`config.mk`:
```
export PLATFORM = sky130hd
export DESIGN_NAME = pipe_ctrl
export DESIGN_NICKNAME = d
export VERILOG_FILES = /design/src/rtl/pipe_ctrl.sv
export SDC_FILE = /design/constraint.sdc
export NUM_CORES = 1
export LEC_CHECK = 0
export ABC_CLOCK_PERIOD_IN_PS = 3350
export CAP_MARGIN = 20
export CORE_MARGIN = 3
export CORE_UTILIZATION = 30
export DETAILED_ROUTE_END_ITERATION = 6
export PLACE_DENSITY_LB_ADDON = 0.25
export SLEW_MARGIN = 20
export SYNTH_ARGS = -nofsm -noshare
export SYNTH_HDL_FRONTEND = slang
export SYNTH_SLANG_ARGS = --single-unit
```
`constraint.sdc`:
```
create_clock -name cpu_clk -period 3.35 [get_ports cpu_clk]
set_input_delay 0.335 -clock cpu_clk [delete_from_list [all_inputs] [get_ports cpu_clk]]
set_output_delay 0.335 -clock cpu_clk [all_outputs]
set_load 0.02 [all_outputs]
```
`src/rtl/pipe_ctrl.sv`:
```
// Pipeline sequencer: load-use bubbles, EX redirects, RAM-wait holds, wait watchdog and stall counter.
// Controls are combinational (zero latency); a RAM wait holds the whole front end and dominates redirects.
module pipe_ctrl #(
  parameter int unsigned WAIT_LIMIT = 255
) (
  input  logic        cpu_clk,
  input  logic        cpu_rst,
  input  logic        id_valid,
  input  logic        id_re1,
  input  logic        id_re2,
  input  logic [4:0]  id_rR1,
  input  logic [4:0]  id_rR2,
  input  logic        ex_valid,
  input  logic        ex_rf_we,
  input  logic        ex_is_load,
  input  logic [4:0]  ex_wR,
  input  logic        ex_br_taken,
  input  logic [31:0] ex_br_target,
  input  logic        mem_req,
  input  logic        mem_ack,
  output logic        pc_hold,
  output logic        ifid_hold,
  output logic        ifid_flush,
  output logic        idex_hold,
  output logic        idex_flush,
  output logic        exmem_hold,
  output logic        memwb_flush,
  output logic        redirect,
  output logic [31:0] redirect_pc,
  output logic        wait_err,
  output logic [31:0] stall_cnt
);

  localparam int unsigned WCW = ($clog2(WAIT_LIMIT + 1) > 8) ? $clog2(WAIT_LIMIT + 1) : 8;

  typedef enum logic [1:0] {S_RUN, S_WAIT, S_ERR} state_t;

  state_t         state_q, state_d;
  logic [WCW-1:0] wait_cnt_q, wait_cnt_d;
  logic [31:0]    stall_cnt_q;
  logic           wait_err_q;

  logic lu, mw, stall;

  assign lu = ex_valid & ex_rf_we & ex_is_load & (ex_wR != 5'd0) & id_valid &
              ((id_re1 & (id_rR1 == ex_wR)) | (id_re2 & (id_rR2 == ex_wR)));
  assign mw = mem_req & ~mem_ack;

  // Once in WAIT only the ack releases the pipe; ERR freezes it until reset.
  assign stall = (state_q == S_ERR) | ((state_q == S_WAIT) ? ~mem_ack : mw);

  assign redirect_pc = ex_br_target;
  assign wait_err    = wait_err_q;
  assign stall_cnt   = stall_cnt_q;

  always_comb begin
    pc_hold     = 1'b0;
    ifid_hold   = 1'b0;
    ifid_flush  = 1'b0;
    idex_hold   = 1'b0;
    idex_flush  = 1'b0;
    exmem_hold  = 1'b0;
    memwb_flush = 1'b0;
    redirect    = 1'b0;
    if (cpu_rst) begin
      ifid_flush  = 1'b1;
      idex_flush  = 1'b1;
      memwb_flush = 1'b1;
    end else if (stall) begin
      pc_hold     = 1'b1;
      ifid_hold   = 1'b1;
      idex_hold   = 1'b1;
      exmem_hold  = 1'b1;
      memwb_flush = 1'b1;
    end else if (ex_br_taken) begin
      redirect    = 1'b1;
      ifid_flush  = 1'b1;
      idex_flush  = 1'b1;
    end else if (lu) begin
      pc_hold     = 1'b1;
      ifid_hold   = 1'b1;
      idex_flush  = 1'b1;
    end
  end

  always_comb begin
    state_d    = state_q;
    wait_cnt_d = wait_cnt_q;
    case (state_q)
      S_RUN: begin
        if (mw) begin
          state_d    = S_WAIT;
          wait_cnt_d = '0;
        end
      end
      S_WAIT: begin
        if (mem_ack) begin
          state_d    = S_RUN;
          wait_cnt_d = '0;
        end else if (wait_cnt_q == WCW'(WAIT_LIMIT - 1)) begin
          state_d    = S_ERR;
          wait_cnt_d = '0;
        end else begin
          wait_cnt_d = wait_cnt_q + 1'b1;
        end
      end
      S_ERR:   state_d = S_ERR;
      default: state_d = S_RUN;
    endcase
  end

  always_ff @(posedge cpu_clk) begin
    if (cpu_rst) begin
      state_q     <= S_RUN;
      wait_cnt_q  <= '0;
      stall_cnt_q <= 32'd0;
      wait_err_q  <= 1'b0;
    end else begin
      state_q    <= state_d;
      wait_cnt_q <= wait_cnt_d;
      wait_err_q <= (state_d == S_ERR);
      if (pc_hold)
        stall_cnt_q <= stall_cnt_q + 32'd1;
    end
  end

endmodule
```
==> flow_metrics.py, run 1 <==
metrics = {
    "clock_tree": {
        "clock_latency_ns": 0.30,
        "clkSinkCount": 43,
        "clockBufferDepth": 2,
        "postCtsSetupBuffers": 0,
        "ctsHtreeMaxLevel": 2,
        "cts_root_buf": "clkbuf_8",
        "ctsResizeCount": 0,
        "cts_buffers": 5,
        "clkTransAtPathRegs_ns": 0.08,
        "tritoncts": "built",
        "holdBufCountCts": 0,
    },
    "final_layout": {
        "layout.nets": 404,
        "antenna_cells": 0,
        "layout-drive-gt1-share": 0.0523,
        "fill_cells": 826,
        "fin_util": 0.398,
        "instances_no_fill": 446,
        "syn_to_final_growth_pct": 24.8,
    },
    "drt": {
        "drc_errors": 0,
        "viasPerCell": 5.26,
        "wl_per_cell_um": 13.9,
        "drtIter0Drc": 67,
        "drt_first_pass_iters": 4,
        "vias": 2348,
        "ant_nets": 0,
        "wirelength_um": 6210,
    },
    "logic_synthesis": {
        "synthArstFlopShare": 0,
        "avgSynthCellArea_um2": 8.09,
        "synth_compound_area_frac": 0.177,
        "synthSimpleGateAreaFrac": 0.272,
        "synth_area_um2": 2540,
        "synth_nets": 375,
        "synthMuxAreaShare": 0,
        "synth_top_family_by_area": "simple AND/OR/NAND/NOR gates",
        "netlist_instances": 314,
        "synth_xor_area_frac": 0.0586,
        "synth_top_flop_cell": "dfxtp_1",
        "ys_ff_latch": 43,
        "synthAdderAreaFrac": 0.0148,
        "yosysWarnings": 0,
        "yosysUniqueCellTypes": 38,
        "synth_seq_area_share": 0.339,
        "synth-edff-count": 0,
    },
    "power_and_ir_drop": {
        "power.total_w": 0.00102,
        "ir_drop_v": 0.000122,
        "power_density_nw_per_um2": 322,
        "leakage_nw": 0.937,
    },
    "timing": {
        "relSlewSlack": 0.603,
        "maxSlewViolCount": 0,
        "setup_viol": 0,
        "final.period_utilization": 0.865,
        "hold-worst-slack_ns": 0.495,
        "hold_violations": 0,
        "rsz0062_at_grt": "no",
        "tightest_slew_ns": 0.593,
        "min_period_ns": 2.90,
        "max_freq_mhz": 345,
        "skew_ns": 0.00771,
        "fin_setup_tns_ns": 0,
    },
    "worst_setup_path": {
        "worstPathCellList": "clkdlybuf4s50_1 > xnor2_1 > nand4_1 > o22ai_1 > a21oi_1 > nor2_1 > clkdlybuf4s50_1",
        "cpMostUsedCell": "clkdlybuf4s50_1",
        "cp_slowest_cell": "clkdlybuf4s50_1",
        "crit_required_ns": 3.01,
        "cp-start-kind": "input pin",
        "crit_cells": 7,
        "max_stage_delay_ns": 0.63,
        "arrival_ns": 2.56,
        "crit_fanout": 6,
        "crit_path_end_kind": "output port",
        "crit_family": "buffers and inverters",
        "worstSetupPathType": "in2out",
        "critPathBufInv": 2,
        "rrSetupSlack_ns": 1.15,
        "reg2reg_depth": 6,
    },
    "global_routing": {
        "grt_first_pass_wirelength_um": 10400,
        "track_usage": 0.129,
        "grt_max_degree": 49,
        "gr-total-overflow": 0,
        "grt_pass1_vias": 2192,
        "antenna_found_initial": 0,
    },
    "floorplan": {
        "die_h_um": 98.0,
        "initial_utilization": 0.319,
        "die_area_um2": 9610,
        "num_rows": 32,
        "die_w_um": 98.0,
        "core-area_um2": 7970,
        "io_pins": 131,
    },
    "flow_run": {
        "cap_violations": 0,
    },
    "placement": {
        "routabilityCongestion": 0.864,
        "port_buffers": 66,
        "dp.cells": 437,
        "place_hpwl_um": 4450,
    },
    "worst_hold_path": {
        "min_path_cells": 2,
        "hp-class": "reg2reg",
    },
    "status": {
        "outcome": "completed",
    },
}
## worst register-to-register path: cells and delay by family, from the launching register on
family | cells | cell delay, ns
AND/OR/NAND/NOR | 5 | 1.54
flip-flops | 1 | 0.45
AO/OA/AOI/OAI | 1 | 0.15
## cells by family after synthesis
logic type      count (synthesis)
xor+xnor                       17
compound gates                 77
buf+inv                        56
simple gates                  118
fa+ha+maj                       3
flops                          43
## final cells by class
type / instances / area (µm²) / share of cell area
multi-input combinational: 215 / 1340 / 0.423
sequential: 43 / 861 / 0.271
timing repair buffer: 70 / 711 / 0.224
tap: 102 / 128 / 0.0402
clock buffer: 8 / 100 / 0.0316
inverter: 8 / 30.0 / 0.00947
## layer usage
metal	up-vias	track usage	share of wire
met4	0	0.0564	0.014
met1	1079	0.173	0.47
li1	1178	-	-
met3	11	0.0350	0.080
met2	80	0.195	0.43
met5	-	0	0
## cells in the mapped netlist (all sizes together) (2+ instances only)
master,instances,area share
dfxtp,43,0.34
buf,39,0.11
a21oi,38,0.075
nand2,20,0.030
or4,20,0.059
o31ai,19,0.056
nand3,18,0.042
nor2,17,0.025
o21ai,13,0.026
nand4,12,0.030
or3,11,0.029
xnor2,11,0.038
clkbuf,9,0.013
inv,8,0.012
xor2,6,0.021
and3,4,0.0098
nor3,4,0.0079
and4,3,0.011
ha,3,0.015
a211oi,2,0.0059
nand2b,2,0.0049
nor4,2,0.0074
o21bai,2,0.0059
or4b,2,0.0079
## cells in the final DEF (no fill, tap or decap), drive strengths merged, types with 3 or more instances in the layout
cell type	Yosys	routed
a21oi	38	38
and3	4	4
and4	3	3
buf	39	4
clkbuf	9	8
clkdlybuf4s50	0	66
dfxtp	43	43
ha	3	3
inv	8	8
nand2	20	20
nand3	18	18
nand4	12	12
nor2	17	17
nor3	4	4
o21ai	13	13
o31ai	19	19
or3	11	11
or4	20	20
xnor2	11	11
xor2	6	6
## per-stage QoR
stage	area, µm²	setup slack [ns]
finish	3170	0.453
global placement	3040	0.507
detailed placement	3040	0.457
global route	3170	0.259
CTS	3140	0.446
floorplan	2540	1.28
## where the power goes
part | internal [W] | leakage [nW] | switching, W
Sequential | 0.000516 | 0.347 | 0.00000750
Clock | 0.000188 | 0.0515 | 0.000176
Combinational | 0.0000667 | 0.539 | 0.0000662
## sequential cells by signal (all words and copies together), names as in the netlist
name        flops
wait_cnt_q      8
stall_cnt      32
wait_err        1
state_q         2
## worst paths after layout
| check | startpoint | to |
|---|---|---|
| min reg2reg | stall_cnt[31]$_SDFFE_PP0P_ | stall_cnt[31]$_SDFFE_PP0P_ |
| max reg2reg | stall_cnt[3]$_SDFFE_PP0P_ | stall_cnt[23]$_SDFFE_PP0P_ |
| min | stall_cnt[31]$_SDFFE_PP0P_ | stall_cnt[31]$_SDFFE_PP0P_ |
| max | ex_wR[1] | pc_hold |
Power figures use the tool's default switching activity.
==> inputs of run 2 (changes only) <==
--- a/config.mk
+++ b/config.mk
@@ -7,7 +7,6 @@
 export LEC_CHECK = 0
 export ABC_CLOCK_PERIOD_IN_PS = 3350
 export CAP_MARGIN = 20
-export CORE_MARGIN = 3
 export CORE_UTILIZATION = 30
 export DETAILED_ROUTE_END_ITERATION = 6
 export PLACE_DENSITY_LB_ADDON = 0.25
==> run 2 against run 1 <==
Final cell count increased by 0.22%. Maximum frequency is essentially flat. Design area down 0.59%. Setup slack better by 0.0026 ns. First-iteration DRC count grew 16%. Clock-buffer cell count did not move. Clock skew shrank 0.0031 ns. Global-route usage rose by 1.6 points. Largest power group unchanged.
==> flow_metrics.py, run 2 (synthesis results as in run 1) <==
metrics = {
    "final_layout": {
        "fin_area_um2": 3150,
        "largest_reg_flops": 32,
        "antenna_cells": 0,
        "syn_to_final_growth_pct": 24.1,
        "layout-drive-gt1-share": 0.0468,
        "layout.nets": 402,
        "instances_no_fill": 447,
        "final_common_cell": "clkdlybuf4s50_1",
        "layout_common_cells": "66 x clkdlybuf4s50_1, 43 x dfxtp_1, 38 x a21oi_1, 20 x nand2_1, 20 x or4_1",
    },
    "global_routing": {
        "grt_max_degree": 43,
        "track_usage": 0.145,
        "gr-total-overflow": 0,
        "grt_first_pass_wirelength_um": 10100,
        "grt_pass1_vias": 2159,
        "antenna_found_initial": 0,
    },
    "power_and_ir_drop": {
        "power_density_nw_per_um2": 322,
        "switchingPower_w": 0.000247,
        "power.internal_w": 0.000768,
        "comb_power_share": 0.127,
        "leakage_nw": 0.925,
        "ir_drop_v": 0.000144,
        "clkPwrFrac": 0.357,
        "switching_share": 0.243,
        "seq_power_share": 0.516,
    },
    "floorplan": {
        "num_rows": 33,
        "die_w_um": 94.0,
        "die_area_um2": 8840,
        "initial_utilization": 0.309,
        "io_pins": 131,
        "die_h_um": 94.0,
        "core-area_um2": 8220,
    },
    "clock_tree": {
        "ctsResizeCount": 0,
        "cts_root_buf": "clkbuf_8",
        "ctsHtreeMaxLevel": 2,
        "clock_latency_ns": 0.29,
        "clkSinkCount": 43,
        "clockBufferDepth": 2,
        "cts_buffers": 5,
        "clkTransAtPathRegs_ns": 0.08,
        "holdBufCountCts": 0,
        "postCtsSetupBuffers": 0,
        "tritoncts": "built",
    },
    "drt": {
        "ant_nets": 0,
        "wirelength_um": 6290,
        "drt_first_pass_iters": 4,
        "vias": 2368,
        "wl_per_cell_um": 14.1,
        "drtIter0Drc": 78,
        "drc_errors": 0,
        "viasPerCell": 5.30,
    },
    "placement": {
        "dp.cells": 439,
        "routabilityCongestion": 0.728,
        "placed_cell_area_um2": 3050,
        "port_buffers": 66,
        "place_hpwl_um": 4570,
    },
    "worst_setup_path": {
        "worstPathCellList": "clkdlybuf4s50_1 > xnor2_1 > nand4_1 > o22ai_1 > a21oi_1 > nor2_1 > clkdlybuf4s50_1",
        "critPathBufInv": 2,
        "max_stage_delay_ns": 0.64,
        "crit_fanout": 6,
        "crit_path_end_kind": "output port",
        "worstSetupPathType": "in2out",
        "cp_slowest_cell": "clkdlybuf4s50_1",
        "cpMostUsedCell": "clkdlybuf4s50_1",
        "crit_family": "buffers and inverters",
        "cp-start-kind": "input pin",
        "arrival_ns": 2.56,
        "crit_required_ns": 3.01,
    },
    "flow_run": {
        "cap_violations": 0,
    },
    "timing": {
        "max_freq_mhz": 345,
        "skew_ns": 0.00460,
        "relSlewSlack": 0.587,
        "min_period_ns": 2.89,
        "maxSlewViolCount": 0,
        "fin_setup_tns_ns": 0,
        "rsz0062_at_grt": "no",
        "hold_violations": 0,
        "tightest_slew_ns": 0.617,
        "final.period_utilization": 0.864,
        "setup_viol": 0,
    },
    "status": {
        "outcome": "completed",
    },
    "worst_hold_path": {
        "hp-class": "reg2reg",
    },
}
run 2: through the flow:
| step | total power [W] | utilization | setup slack, ns | hold WS, ns |
|---|---|---|---|---|
| finish | 0.00101 | 0.384 | 0.455 | 0.493 |
| global route | 0.00107 | 0.384 | 0.265 | 0.537 |
| CTS | 0.00104 | 0.384 | 0.417 | 0.500 |
| floorplan | 0.000656 | - | 1.28 | 0.458 |
| global placement | 0.000666 | 0.372 | 0.517 | 0.464 |
| detailed placement | 0.000667 | 0.372 | 0.438 | 0.484 |
run 2: final timing paths:
path | end | from | slack, ns | cells after the start
worst max register to register | stall_cnt[23]$_SDFFE_PP0P_ | stall_cnt[3]$_SDFFE_PP0P_ | 1.15 | 6
worst min-delay path | wait_cnt_q[7]$_SDFFE_PP0P_ | wait_cnt_q[7]$_SDFFE_PP0P_ | 0.49 | 2
worst max-delay path | pc_hold | ex_wR[1] | 0.46 | 7
worst min register to register | wait_cnt_q[7]$_SDFFE_PP0P_ | wait_cnt_q[7]$_SDFFE_PP0P_ | 0.49 | 2
run 2: power groups by stage:
stage | Clock [W] | Sequential [W] | Combinational [W]
3_3_place_gp | 0 | 0.000536 | 0.000130
2_1_floorplan | 0 | 0.000537 | 0.000119
6_report | 0.000362 | 0.000524 | 0.000129
5_1_grt | 0.000402 | 0.000525 | 0.000142
4_1_cts | 0.000384 | 0.000524 | 0.000131
3_5_place_dp | 0 | 0.000536 | 0.000131
run 2: cell type report:
cell class              count  area, µm²
repair buffers             68        688
fillers                   855       5060
well taps                 105        131
flip-flops and latches     43        861
multi-input cells         215       1340
inverters                   8       30.0
clock buffers               8        100
run 2: worst register-to-register path: stages, from the launching register on:
cell and delay [ns]:
dfxtp_1 0.44, and4_4 0.30, nand3_4 0.10, nor3_1 0.47, nand2_1 0.20, or4_1 0.49
a21oi_1 0.14
run 2: routing by layer:
layer,share of wire,track usage,vias up
met2,0.46,0.245,76
met5,0,0,-
met4,0.018,0.0615,0
met1,0.44,0.174,1097
li1,-,-,1179
met3,0.084,0.0364,16
